===== src/rtl/mc_pkg.sv =====
// Shared definitions for the multicycle control FSM: state encoding, opcodes, datapath select codes.
// JAL_SUPPORT_EN adds the JAL state; without it, jal decodes to HALT.
package mc_pkg;

  typedef enum logic [3:0] {
    S_FETCH  = 4'd0,
    S_DECODE = 4'd1,
    S_MEMADR = 4'd2,
    S_MEMRD  = 4'd3,
    S_MEMWB  = 4'd4,
    S_MEMWR  = 4'd5,
    S_EXEC   = 4'd6,
    S_ALUWB  = 4'd7,
    S_BRANCH = 4'd8,
    S_ADDIEX = 4'd9,
    S_ADDIWB = 4'd10,
    S_JUMP   = 4'd11,
`ifdef JAL_SUPPORT_EN
    S_JAL    = 4'd12,
`endif
    S_HALT   = 4'd13
  } state_t;

  localparam logic [5:0] OP_RTYPE = 6'b000000;
  localparam logic [5:0] OP_LW    = 6'b100011;
  localparam logic [5:0] OP_SW    = 6'b101011;
  localparam logic [5:0] OP_BEQ   = 6'b000100;
  localparam logic [5:0] OP_ADDI  = 6'b001000;
  localparam logic [5:0] OP_J     = 6'b000010;
`ifdef JAL_SUPPORT_EN
  localparam logic [5:0] OP_JAL   = 6'b000011;
`endif

  localparam logic [1:0] SRCB_REG  = 2'd0;
  localparam logic [1:0] SRCB_FOUR = 2'd1;
  localparam logic [1:0] SRCB_IMM  = 2'd2;

  localparam logic [1:0] ALUOP_ADD   = 2'd0;
  localparam logic [1:0] ALUOP_SUB   = 2'd1;
  localparam logic [1:0] ALUOP_FUNCT = 2'd2;

  localparam logic [1:0] PCSRC_ALU    = 2'd0;
  localparam logic [1:0] PCSRC_ALUOUT = 2'd1;
  localparam logic [1:0] PCSRC_JUMP   = 2'd2;

  // DECODE dispatch; any unrecognised opcode stops the machine.
  function automatic state_t decode_next(input logic [5:0] op);
    case (op)
      OP_RTYPE:     return S_EXEC;
      OP_LW, OP_SW: return S_MEMADR;
      OP_BEQ:       return S_BRANCH;
      OP_ADDI:      return S_ADDIEX;
      OP_J:         return S_JUMP;
`ifdef JAL_SUPPORT_EN
      OP_JAL:       return S_JAL;
`endif
      default:      return S_HALT;
    endcase
  endfunction

endpackage


===== src/rtl/retire_counter.sv =====
// Free-running count of retired instructions; wraps at 2^32, cleared asynchronously by reset_n.
module retire_counter (
  input  logic        clock,
  input  logic        reset_n,
  input  logic        enable,
  output logic [31:0] count
);

  always_ff @(posedge clock or negedge reset_n) begin
    if (!reset_n) count <= 32'd0;
    else if (enable) count <= count + 32'd1;
  end

endmodule


===== src/rtl/multicycle_ctrl.sv =====
// Multicycle MIPS-style control unit: Moore FSM with datapath selects and a retired-instruction count.
// Define JAL_SUPPORT_EN to enable the JAL state (writes PC+4 to r31 and jumps).
module multicycle_ctrl
  import mc_pkg::*;
(
  input  logic        clock,
  input  logic        reset_n,
  input  logic [5:0]  opcode,
  input  logic        zero,
  input  logic        mem_ready,
  output logic        mem_req,
  output logic        mem_write,
  output logic        iord,
  output logic        ir_write,
  output logic        pc_write,
  output logic        reg_write,
  output logic        reg_dst,
  output logic        mem_to_reg,
  output logic        alu_src_a,
  output logic [1:0]  alu_src_b,
  output logic [1:0]  alu_op,
  output logic [1:0]  pc_src,
  output logic [3:0]  state,
  output logic        halted,
  output logic [31:0] retired
);

  state_t state_q, state_d;
  logic   retire_en;

  always_ff @(posedge clock or negedge reset_n) begin
    if (!reset_n) state_q <= S_FETCH;
    else          state_q <= state_d;
  end

  always_comb begin
    state_d = state_q;
    case (state_q)
      S_FETCH:  if (mem_ready) state_d = S_DECODE;
      S_DECODE: state_d = decode_next(opcode);
      S_MEMADR: state_d = (opcode == OP_SW) ? S_MEMWR : S_MEMRD;
      S_MEMRD:  if (mem_ready) state_d = S_MEMWB;
      S_MEMWR:  if (mem_ready) state_d = S_FETCH;
      S_EXEC:   state_d = S_ALUWB;
      S_ADDIEX: state_d = S_ADDIWB;
      S_MEMWB, S_ALUWB, S_BRANCH, S_ADDIWB, S_JUMP: state_d = S_FETCH;
`ifdef JAL_SUPPORT_EN
      S_JAL:    state_d = S_FETCH;
`endif
      S_HALT:   state_d = S_HALT;
      default:  state_d = S_FETCH;
    endcase
  end

  // Outputs are gated by reset_n so they read zero during reset without waiting for a clock.
  always_comb begin
    mem_req    = 1'b0;
    mem_write  = 1'b0;
    iord       = 1'b0;
    ir_write   = 1'b0;
    pc_write   = 1'b0;
    reg_write  = 1'b0;
    reg_dst    = 1'b0;
    mem_to_reg = 1'b0;
    alu_src_a  = 1'b0;
    alu_src_b  = SRCB_REG;
    alu_op     = ALUOP_ADD;
    pc_src     = PCSRC_ALU;
    halted     = 1'b0;
    if (reset_n) begin
      case (state_q)
        S_FETCH: begin
          mem_req   = 1'b1;
          alu_src_b = SRCB_FOUR;
          ir_write  = mem_ready;
          pc_write  = mem_ready;
        end
        S_DECODE: alu_src_b = SRCB_IMM;
        S_MEMADR, S_ADDIEX: begin
          alu_src_a = 1'b1;
          alu_src_b = SRCB_IMM;
        end
        S_MEMRD: begin
          mem_req = 1'b1;
          iord    = 1'b1;
        end
        S_MEMWB: begin
          reg_write  = 1'b1;
          mem_to_reg = 1'b1;
        end
        S_MEMWR: begin
          mem_req   = 1'b1;
          iord      = 1'b1;
          mem_write = 1'b1;
        end
        S_EXEC: begin
          alu_src_a = 1'b1;
          alu_op    = ALUOP_FUNCT;
        end
        S_ALUWB: begin
          reg_write = 1'b1;
          reg_dst   = 1'b1;
        end
        S_BRANCH: begin
          alu_src_a = 1'b1;
          alu_op    = ALUOP_SUB;
          pc_src    = PCSRC_ALUOUT;
          pc_write  = zero;
        end
        S_ADDIWB: reg_write = 1'b1;
        S_JUMP: begin
          pc_src   = PCSRC_JUMP;
          pc_write = 1'b1;
        end
`ifdef JAL_SUPPORT_EN
        S_JAL: begin
          reg_write = 1'b1;
          pc_src    = PCSRC_JUMP;
          pc_write  = 1'b1;
        end
`endif
        S_HALT:  halted = 1'b1;
        default: halted = 1'b0;
      endcase
    end
  end

  assign state     = state_q;
  assign retire_en = (state_q != S_FETCH) && (state_d == S_FETCH);

  retire_counter u_retire_counter (
    .clock   (clock),
    .reset_n (reset_n),
    .enable  (retire_en),
    .count   (retired)
  );

endmodule


===== config.mk =====
export PLATFORM = sky130hd
export DESIGN_NAME = multicycle_ctrl
export DESIGN_NICKNAME = d
export VERILOG_FILES = /design/src/rtl/mc_pkg.sv /design/src/rtl/retire_counter.sv /design/src/rtl/multicycle_ctrl.sv
export SDC_FILE = /design/constraint.sdc
export NUM_CORES = 1
export LEC_CHECK = 0
export CAP_MARGIN = 20
export CORE_MARGIN = 2
export CORE_UTILIZATION = 40
export DETAILED_ROUTE_END_ITERATION = 10
export GPL_ROUTABILITY_DRIVEN = 0
export GPL_TIMING_DRIVEN = 1
export PLACE_DENSITY = 0.8
export SLEW_MARGIN = 15
export SYNTH_ARGS = -nofsm -noshare
export SYNTH_HDL_FRONTEND = slang
export SYNTH_SLANG_ARGS = --single-unit

===== constraint.sdc =====
create_clock -name clock -period 3.2 [get_ports clock]
set_clock_uncertainty 0.1 [all_clocks]
set_input_delay 0.64 -clock clock [delete_from_list [all_inputs] [get_ports clock]]
set_output_delay 0.64 -clock clock [all_outputs]
set_load 0.02 [all_outputs]

* After elaboration in Yosys (flattened, before gate mapping)
Index checks and enable logic that the tools add are counted.
** Operators by class
- Reduce and logical (&&, ||, !) cells :: 11
- Equal/unequal tests :: 17
- $add $sub $neg :: 1
- Mux-type cells :: 32
** Operators by type and width (count)
- adder 32 x 1 -> 32 bit (second input constant) :: 1
- case mux 4 bit (8 select lines) :: 1
- == test 4 bit (second input constant) :: 5
- case mux 4 bit (5 select lines) :: 1
- 2-to-1 mux 1 bit :: 19
- == test 4 x 3 -> 1 bit (second input constant) :: 4
- == test 6 bit (second input constant) :: 2
- 2-to-1 mux 4 bit :: 3
- case mux 2 bit (2 select lines) :: 3
- OR reduction 3 bit :: 3
- == test 4 x 2 -> 1 bit (second input constant) :: 2
- logical NOT 4 bit :: 2
- == test 6 x 2 -> 1 bit (second input constant) :: 1
- == test 6 x 3 -> 1 bit (second input constant) :: 1
- == test 6 x 4 -> 1 bit (second input constant) :: 1
- logical NOT 6 bit :: 1
- 2-to-1 mux 2 bit :: 3
- == test 4 x 1 -> 1 bit (second input constant) :: 1
- nonzero test 4 bit :: 1
- OR reduction 2 bit :: 2
- OR reduction 4 bit :: 1
- 2-to-1 mux 3 bit :: 1
- case mux 1 bit (3 select lines) :: 1
- logical AND 1 bit :: 1
** Storage, ports and cells
- Input bits :: 10
- Logic and storage cells :: 63
- Output and inout port bits :: 52
- Flip-flop bits (word level) :: 36

* Longest topological paths before layout
Gate-level depths: netlist of run 1.
- Word-level depth :: 6
- Gate-level depth with buffers :: 8
- Gate-level depth less buffers :: 7

* By module
A second synthesis of run 1 with hierarchy kept.
** Second synthesis, totals
- Cell total of the unflattened synthesis :: 205
- Area total of the unflattened synthesis :: 2030.7 µm²
** By module, submodules not included
- retire_counter :: cells each 123, seq. area each 800.8 µm², instances 1, area an instance 1448.9 µm²
- multicycle_ctrl :: cells each 82, seq. area each 100.1 µm², instances 1, area an instance 581.8 µm²

* Worst setup path after synthesis of run 1
Ideal clock, no wire load.
- Path kind :: input port to flip-flop
- Start :: input opcode[1]
- End :: register u_retire_counter.count[3]
- Stages :: 7
- Required time :: 2.969 ns
- Arrival time :: 2.484 ns
- Buffers on the path :: 1
- Slack :: 0.485 ns
- Library setup time :: 0.131 ns
- Cells stage by stage :: or4_4 o2111ai_1 o221ai_2 a2111o_1 buf_2 or3_1 xnor2_1
** Between the ends
- Word-level cells in the longest chain between the ends :: 6
- Elaborated cells on any way between the ends :: 12
- Those cells by class :: 5 x eq/ne; 3 x mux; 4 x reduce/logical
** RTL lines
- from (decl) :: line multicycle_ctrl.sv:8 : input logic [5:0] opcode,
- == test 6 bit :: line mc_pkg.sv:48 : case (op)
- OR reduction 2 bit :: line mc_pkg.sv:48
- case mux 4 bit (5 select lines) (*) :: line mc_pkg.sv:48
- case mux 4 bit (8 select lines) (*) :: line multicycle_ctrl.sv:38 : case (state_q)
- via state_d[0] :: line multicycle_ctrl.sv:28 : state_t state_q, state_d;
- logical NOT 4 bit (*) :: line multicycle_ctrl.sv:129 : assign retire_en = (state_q != S_FETCH) && (state_d == S_FETCH);
- logical AND 1 bit (*) :: line multicycle_ctrl.sv:129
- to (signal assigned) :: line retire_counter.sv:11 : else if (enable) count <= count + 32'd1;
- to (decl) :: line retire_counter.sv:6 : output logic [31:0] count
The timed path passes the listed nets; every way through them passes the cells marked *.
A chain may end at the register's enable or synchronous reset.

* Final worst setup path of run 1
- Start :: register state_q[3] (netlist: state[3])
- End :: output pc_write
** Between the ends
- Word-level cells in the longest chain between the ends :: 3
- Elaborated cells on any way between the ends :: 5
- Those cells by class :: 2 x eq/ne; 2 x mux; 1 x reduce/logical
** RTL lines
- from (decl) :: line multicycle_ctrl.sv:28
- from (signal assigned) :: line multicycle_ctrl.sv:33 : else state_q <= state_d;
- == test 4 bit or logical NOT 4 bit (tied branches) :: line multicycle_ctrl.sv:71 : case (state_q)
- case mux 1 bit (3 select lines) (*) :: line multicycle_ctrl.sv:71
- 2-to-1 mux 1 bit (*) :: line multicycle_ctrl.sv:70 : if (reset_n) begin
- to (decl) :: line multicycle_ctrl.sv:15 : output logic pc_write,
Mark *: on every way between the ends. The rest lies on a longest branch, timed or not.

==> results of run 1 <==
## flip-flops by register name (all words and copies together), names as in the netlist
register	flops
u_retire_counter.count	32
state	4
## kinds of logic (layout without fill, tap and decap cells)
family / count (synthesis) / after routing / share of synthesized area
and+or+nand+nor: 119 / 119 / 0.3432
xor gates and xnor gates: 32 / 32 / 0.1232
muxes: 1 / 1 / 0.004950
DFF: 36 / 36 / 0.3960
buffers and inverters: 19 / 89 / 0.04235
adders and majority gates: 1 / 1 / 0.005500
AOI/OAI and AO/OA: 22 / 22 / 0.08471
## where the power goes
| group | switching (mW) | leakage, nW | internal [mW] |
|---|---|---|---|
| Clock | 0.154 | 0.0503 | 0.192 |
| Combinational | 0.634 | 0.801 | 0.488 |
| Sequential | 0.116 | 0.464 | 0.506 |
## how the worst min path moves through the flow
stage	startpoint	end	slack, ns	depth (start not counted)
finish	reset_n	u_retire_counter.count[29]	0.25	2
CTS	reset_n	u_retire_counter.count[16]	0.26	2
global route	reset_n	u_retire_counter.count[16]	0.27	2
global placement	u_retire_counter.count[31]	u_retire_counter.count[31]	0.36	1
floorplan	reset_n	state[0]	0.24	0
detailed placement	u_retire_counter.count[31]	u_retire_counter.count[31]	0.36	1
## worst max-delay path, cell delays in order (launching register included)
cell and delay [ns]:
dfrtp_1 0.52, or2_2 0.41, nor2_1 0.16, and2_1 0.17
a211o_1 0.10, clkdlybuf4s50_1 0.61
## per-layer routing
| layer | GRT usage | wire, um | part of all wire |
|---|---|---|---|
| met3 | 0.03959 | 204 | 0.038 |
| met4 | 0.06552 | 106 | 0.020 |
| met2 | 0.3119 | 2671 | 0.50 |
| met1 | 0.2379 | 2403 | 0.45 |
| met5 | 0 | 0 | 0 |
## Yosys cell counts (all sizes together), types with 3 or more instances
cell,n,area [um2]
dfrtp,36,900.9
or3,4,25.02
nand3,14,75.07
nor4b,6,77.58
clkbuf,3,11.26
nand4,3,18.77
nand2b,3,18.77
a211o,3,26.28
buf,8,55.05
nor2b,3,18.77
o21ai,3,15.01
nor3,16,100.1
nor3b,4,40.03
nor4,12,152.7
xor2,24,210.2
nand2,21,81.33
or4,5,41.29
and3,3,18.77
or2,3,18.77
nor2,19,71.32
inv,8,30.03
xnor2,8,70.07
## layout make-up
cell class              count  area (um2)
fillers                   482        2371
multi-input cells         175        1277
flip-flops and latches     36       900.9
repair buffers             74       740.7
clock buffers               7       96.34
well taps                  72       90.09
inverters                   8       30.03
## per-stage QoR
stage                     setup WS, ns  power [mW]  hold WS, ns  utilization  instances
after floorplan                 0.4846       1.315       0.2444            -        230
after detailed placement      -0.04870       1.744       0.3623       0.5519        365
after global placement         0.01523       1.727       0.3568       0.5519        365
after CTS                       0.1918       2.103       0.2564       0.5694        372
after global routing           0.09438       2.218       0.2684       0.5694        372
final                           0.1990       2.089       0.2545       0.5694        372
==> reports/qor.yml, run 1 <==
outcome:
  status: "completed"
grt:
  grt.total_usage: 0.1861
  grt_pass1_vias: 1929
  antenna_found_initial: 0
  overflow: 0
  grt_max_degree: 24
  grt_pass1_wl_mm: 9.246
sta:
  period_needed_ns: 3.001
  finalCritPeriodShare: 0.9378
  slew_violations: 0
  finalSetupTns_ns: 0
  hold_viol: 0
  maxSlewHeadroom: 0.6069
  setup_viol: 0
  grt_setup_unrepaired: "no"
  max_freq_ghz: 0.3332
  worst_slew_pin_slew_ns: 0.5879
worst_setup_path:
  rr_endpoint: "u_retire_counter.count[30]"
  reg2regPathDepth: 6
  critPathLaunch: "state[3]"
  r2r_setup_slack_ns: 0.55
  cp.required_ns: 2.46
  critPathArrivalTime_ns: 2.26
  r2r_start: "u_retire_counter.count[5]"
  worstSetupStartpointType: "flip-flop"
  crit_path_end: "pc_write"
  end_kind: "output pin"
  critPathMaxFanout: 11
  crit_type: "reg2out"
yosys:
  ys_ff_latch: 36
  ys_seq_area_frac: 0.3960
  ys_warn_count: 0
  synth_top_flop_cell: "dfrtp_1"
  synth_nets: 241
  synth_edf_count: 0
  netlist_area_mm2: 0.002275
  netlist-cell-type-count: 49
  synth_cells: 230
  synth_async_sr_flop_share: 1.000
  syn_avg_cell_area_um2: 9.890
floorplan:
  core_area_mm2: 0.005507
  initial_core_util: 0.4131
  io_pins: 62
  dieArea_mm2: 0.006306
  dieWidth_um: 79.41
  rows: 27
  fp.dieH_um: 79.41
clocking:
  clock-sinks: 36
  h-tree-depth: 2
  clk_pin_slew_ns: 0.07
  clockBufferDepth: 2
  cts_tree: "yes"
  cts_buffers: 5
  cts-root-buf: "clkbuf_8"
  cts_resized: 0
  cts_setup_buffers: 0
  clk_latency_ns: 0.29
  ctsHoldBuffers: 0
detailed_routing:
  via_per_inst: 5.446
  firstDrtPassIters: 4
  wl_per_cell_um: 14.48
  routed_wl_mm: 5.385
  drc_errors: 0
  drt-initial-drc-count: 137
  num_vias: 2026
  ant_nets: 0
layout:
  area_delta_synth_final_pct: 37.84
  layout_commonest_cell: "clkdlybuf4s50_1"
  num-nets-final: 311
  final_cell_mix: "clkdlybuf4s50_1, dfrtp_1, xor2_1"
  antenna_cells: 0
  drive_gt1_frac: 0.1633
  postLayoutCellArea_mm2: 0.003136
pwr:
  leakage_nw: 1.315
  power.density_mw_per_mm2: 666.2
  ir_drop_v: 0.0006397
hold_path:
  hp-class: "in2async"
place:
  hpwl_mm: 3.946
  place_area_mm2: 0.003039
  port_buffers: 61
flow_run:
  drv_cap: 0
No activity file was read; power rests on OpenSTA's default activity.
==> run 2: changes to the inputs <==
--- a/config.mk
+++ b/config.mk
@@ -5,7 +5,6 @@
 export SDC_FILE = /design/constraint.sdc
 export NUM_CORES = 1
 export LEC_CHECK = 0
-export CAP_MARGIN = 20
 export CORE_MARGIN = 2
 export CORE_UTILIZATION = 40
 export DETAILED_ROUTE_END_ITERATION = 10
==> results of run 2 <==
Same layout as run 1: the final DEF is identical, and so are final timing and power.
==> run 3: changes to the inputs <==
--- a/config.mk
+++ b/config.mk
@@ -10,8 +10,9 @@
 export DETAILED_ROUTE_END_ITERATION = 10
 export GPL_ROUTABILITY_DRIVEN = 0
 export GPL_TIMING_DRIVEN = 1
-export PLACE_DENSITY = 0.8
+export PLACE_DENSITY = 0.82
 export SLEW_MARGIN = 15
 export SYNTH_ARGS = -nofsm -noshare
 export SYNTH_HDL_FRONTEND = slang
+export SYNTH_HIERARCHICAL = 1
 export SYNTH_SLANG_ARGS = --single-unit
==> reports/qor.yml, run 3 <==
worst_setup_path:
  cp_slowest_cell: "nor4_1"
  critPathMaxFanout: 5  # -6
  crit_chain: "dlygate4sd2_1 -> buf_4 -> nor3_2 -> o211ai_1 -> nand4_1 -> nand4_4 -> nor4b_4 -> buf_4 -> buf_4 -> and4_2 -> nand4_1 -> nor4_1 -> xor2_1"
  r2r_start: "state[1]"
  worstSetupStartpointType: "input port"
  end_kind: "flip-flop"
  reg2regPathDepth: 10  # +4
  crit_type: "in2reg"
  critPathMaxStageDelay_ns: 0.41  # -0.20 ns
  cp.required_ns: 3.30  # +0.84 ns
  critical_path.most_common_cell: "buf_4"
  r2r_setup_slack_ns: 0.09  # -0.46 ns
  critical_path.top_delay_family: "simple AND/OR/NAND/NOR gates"
  critPathArrivalTime_ns: 3.34  # +1.08 ns
  crit_buf_inv: 4  # +3
  rr_endpoint: "u_retire_counter/count[24]"
layout:
  layout_commonest_cell: "clkdlybuf4s50_1"
  num-nets-final: 301  # -3.2%
  drive_gt1_frac: 0.1649  # +0.001615
  area_delta_synth_final_pct: 48.06
  final_util: 0.6242  # +0.05474
  largest_reg_flops: 32  # unchanged
  regMostFlops: "u_retire_counter/count"
  final_cells: 358  # -3.8%
  final_cell_mix: "clkdlybuf4s50_1, dfrtp_1, buf_4"
  antenna_cells: 0  # unchanged
  postLayoutCellArea_mm2: 0.003007  # -4.1%
sta:
  hold-worst-slack_ns: 0.2716  # +0.01712 ns
  finalSetupTns_ns: -0.03400  # -0.03400 ns
  worst_slack_ns: -0.03400  # -0.2330 ns
  hold_viol: 0  # unchanged
  maxSlewHeadroom: 0.5484  # -0.05855
  worst_slew_pin_slew_ns: 0.6718  # +0.08398 ns
  finalCritPeriodShare: 1.011  # +0.07280
  slew_violations: 0  # unchanged
  period_needed_ns: 3.234  # +0.2330 ns
  setup_viol: 1  # +1
  max_freq_ghz: 0.3092  # -7.2%
detailed_routing:
  via_per_inst: 5.316  # -2.4%
  num_vias: 1903  # -6.1%
  firstDrtPassIters: 4  # unchanged
  routed_wl_mm: 5.386  # about the same
  drc_errors: 0  # unchanged
  wl_per_cell_um: 15.04  # +3.9%
  ant_nets: 0  # unchanged
  drt-initial-drc-count: 115  # -16%
floorplan:
  core_area_mm2: 0.004817  # -13%
  fp.dieH_um: 75.25  # -5.2%
  rows: 25  # -7.4%
  initial_core_util: 0.4216  # +0.008471
  dieArea_mm2: 0.005663  # -10%
  dieWidth_um: 75.25  # -5.2%
  io_pins: 62  # unchanged
yosys:
  yosysTopAreaCell: "dfrtp_1"
  netlist_area_mm2: 0.002031  # -11%
  synth_top_area_frac: 0.4436  # +0.04758
  ys_seq_area_frac: 0.4436  # +0.04758
  synth_edf_count: 0  # unchanged
  synth_cells: 205  # -11%
  yosysMostFrequentCell: "dfrtp_1"
  ys_warn_count: 6  # +6
  synth_top_flop_cell: "dfrtp_1"
  netlist-cell-type-count: 42  # -14%
  synth_common_cells: "dfrtp_1, xnor2_1, nand2_1, nor2_1, xor2_1"
  synth_async_sr_flop_share: 1.000  # unchanged
  syn_avg_cell_area_um2: 9.906  # +0.16%
  synth_nets: 216  # -10%
  synth_area_leaders: "dfrtp_1, xnor2_1, xor2_1"
  ys_ff_latch: 36  # unchanged
pwr:
  ir_drop_v: 0.0002785  # -56%
  fin_total_pwr_mw: 1.812  # -13%
  leakage_nw: 1.296  # -1.5%
  power.density_mw_per_mm2: 602.8  # -9.5%
place:
  hpwl_mm: 3.861  # -2.2%
  port_buffers: 61  # unchanged
  dp_slack_ns: -0.4285  # -0.3798 ns
  placed_cells: 350  # -4.1%
  place_area_mm2: 0.002851  # -6.2%
grt:
  grt.total_usage: 0.1952  # +0.009106
  grt_max_degree: 25  # +4.2%
  grt_pass1_wl_mm: 8.466  # -8.4%
  antenna_found_initial: 0  # unchanged
  overflow: 0  # unchanged
  grt_pass1_vias: 1845  # -4.4%
clocking:
  cts_tree: "yes"
  h-tree-depth: 2  # unchanged
  cts-root-buf: "clkbuf_8"
  cts_setup_buffers: 0  # unchanged
  clk_latency_ns: 0.29  # about the same
  clk_pin_slew_ns: 0.08  # about the same
  clockBufferDepth: 2  # unchanged
  cts_buffers: 5  # unchanged
  clock-sinks: 36  # unchanged
flow_run:
  drv_cap: 0  # unchanged
hold_path:
  hp-class: "in2async"
outcome:
  status: "finished, violations left"
  violations: "negative setup slack"
==> run 3: cell count changes after synthesis, sizes merged, moves of 4 or more <==
cell   delta
and4      +5
nor3      -5
nor4      -5
xnor2    +12
buf       -4
or3       -4
nand4    +10
xor2     -11
nor4b     -5
nand2     -5
==> run 3: layout make-up <==
cell class | instances | area (um2)
Inverter | 6 | 22.52
Fill cell | 397 | 1810
Multi-Input combinational cell | 159 | 1147
Tap cell | 67 | 83.83
Timing Repair Buffer | 82 | 764.5
Clock inverter | 3 | 18.77
Sequential cell | 36 | 900.9
Clock buffer | 5 | 68.82
==> run 3: layer usage <==
layer / vias up / part of all wire / global-route usage
met3: 8 / 0.055 / 0.04284
met2: 68 / 0.51 / 0.3343
li1: 912 / - / -
met1: 915 / 0.42 / 0.2477
met5: - / 0 / 0
met4: 0 / 0.011 / 0.06043
==> run 3: power by group <==
part	internal (mW)	switching [mW]	total (mW)
registers	0.516	0.130	0.645
clock network	0.152	0.163	0.315
logic	0.410	0.443	0.852
==> run 3: worst max-delay path by stage <==
stage | depth (start not counted) | endpoint | slack [ns] | start
CTS | 11 | u_retire_counter/count[23] | 0.004 | opcode[2]
global route | 13 | u_retire_counter/count[24] | -0.11 | opcode[0]
detailed placement | 10 | u_retire_counter/count[23] | -0.43 | opcode[1]
finish | 13 | u_retire_counter/count[24] | -0.03 | opcode[0]
floorplan | 8 | u_retire_counter/count[23] | 0.04 | opcode[1]
global placement | 12 | u_retire_counter/count[27] | -0.31 | opcode[1]
==> run 3: timing repair <==
item | in CTS | in global routing
setup endpoints to repair | 14 | 18
pin swaps | 0 | 3
gates resized for setup | 9 | 10
hold buffers | 0 | 0
==> run 3: cells by family after synthesis <==
kind of cell,after synthesis,share of synthesized area
compound gates,18,0.05915
xor+xnor,33,0.1423
fa+ha+maj,1,0.006160
buf+inv,10,0.02403
flops,36,0.4436
mux,1,0.005545
simple gates,106,0.3192
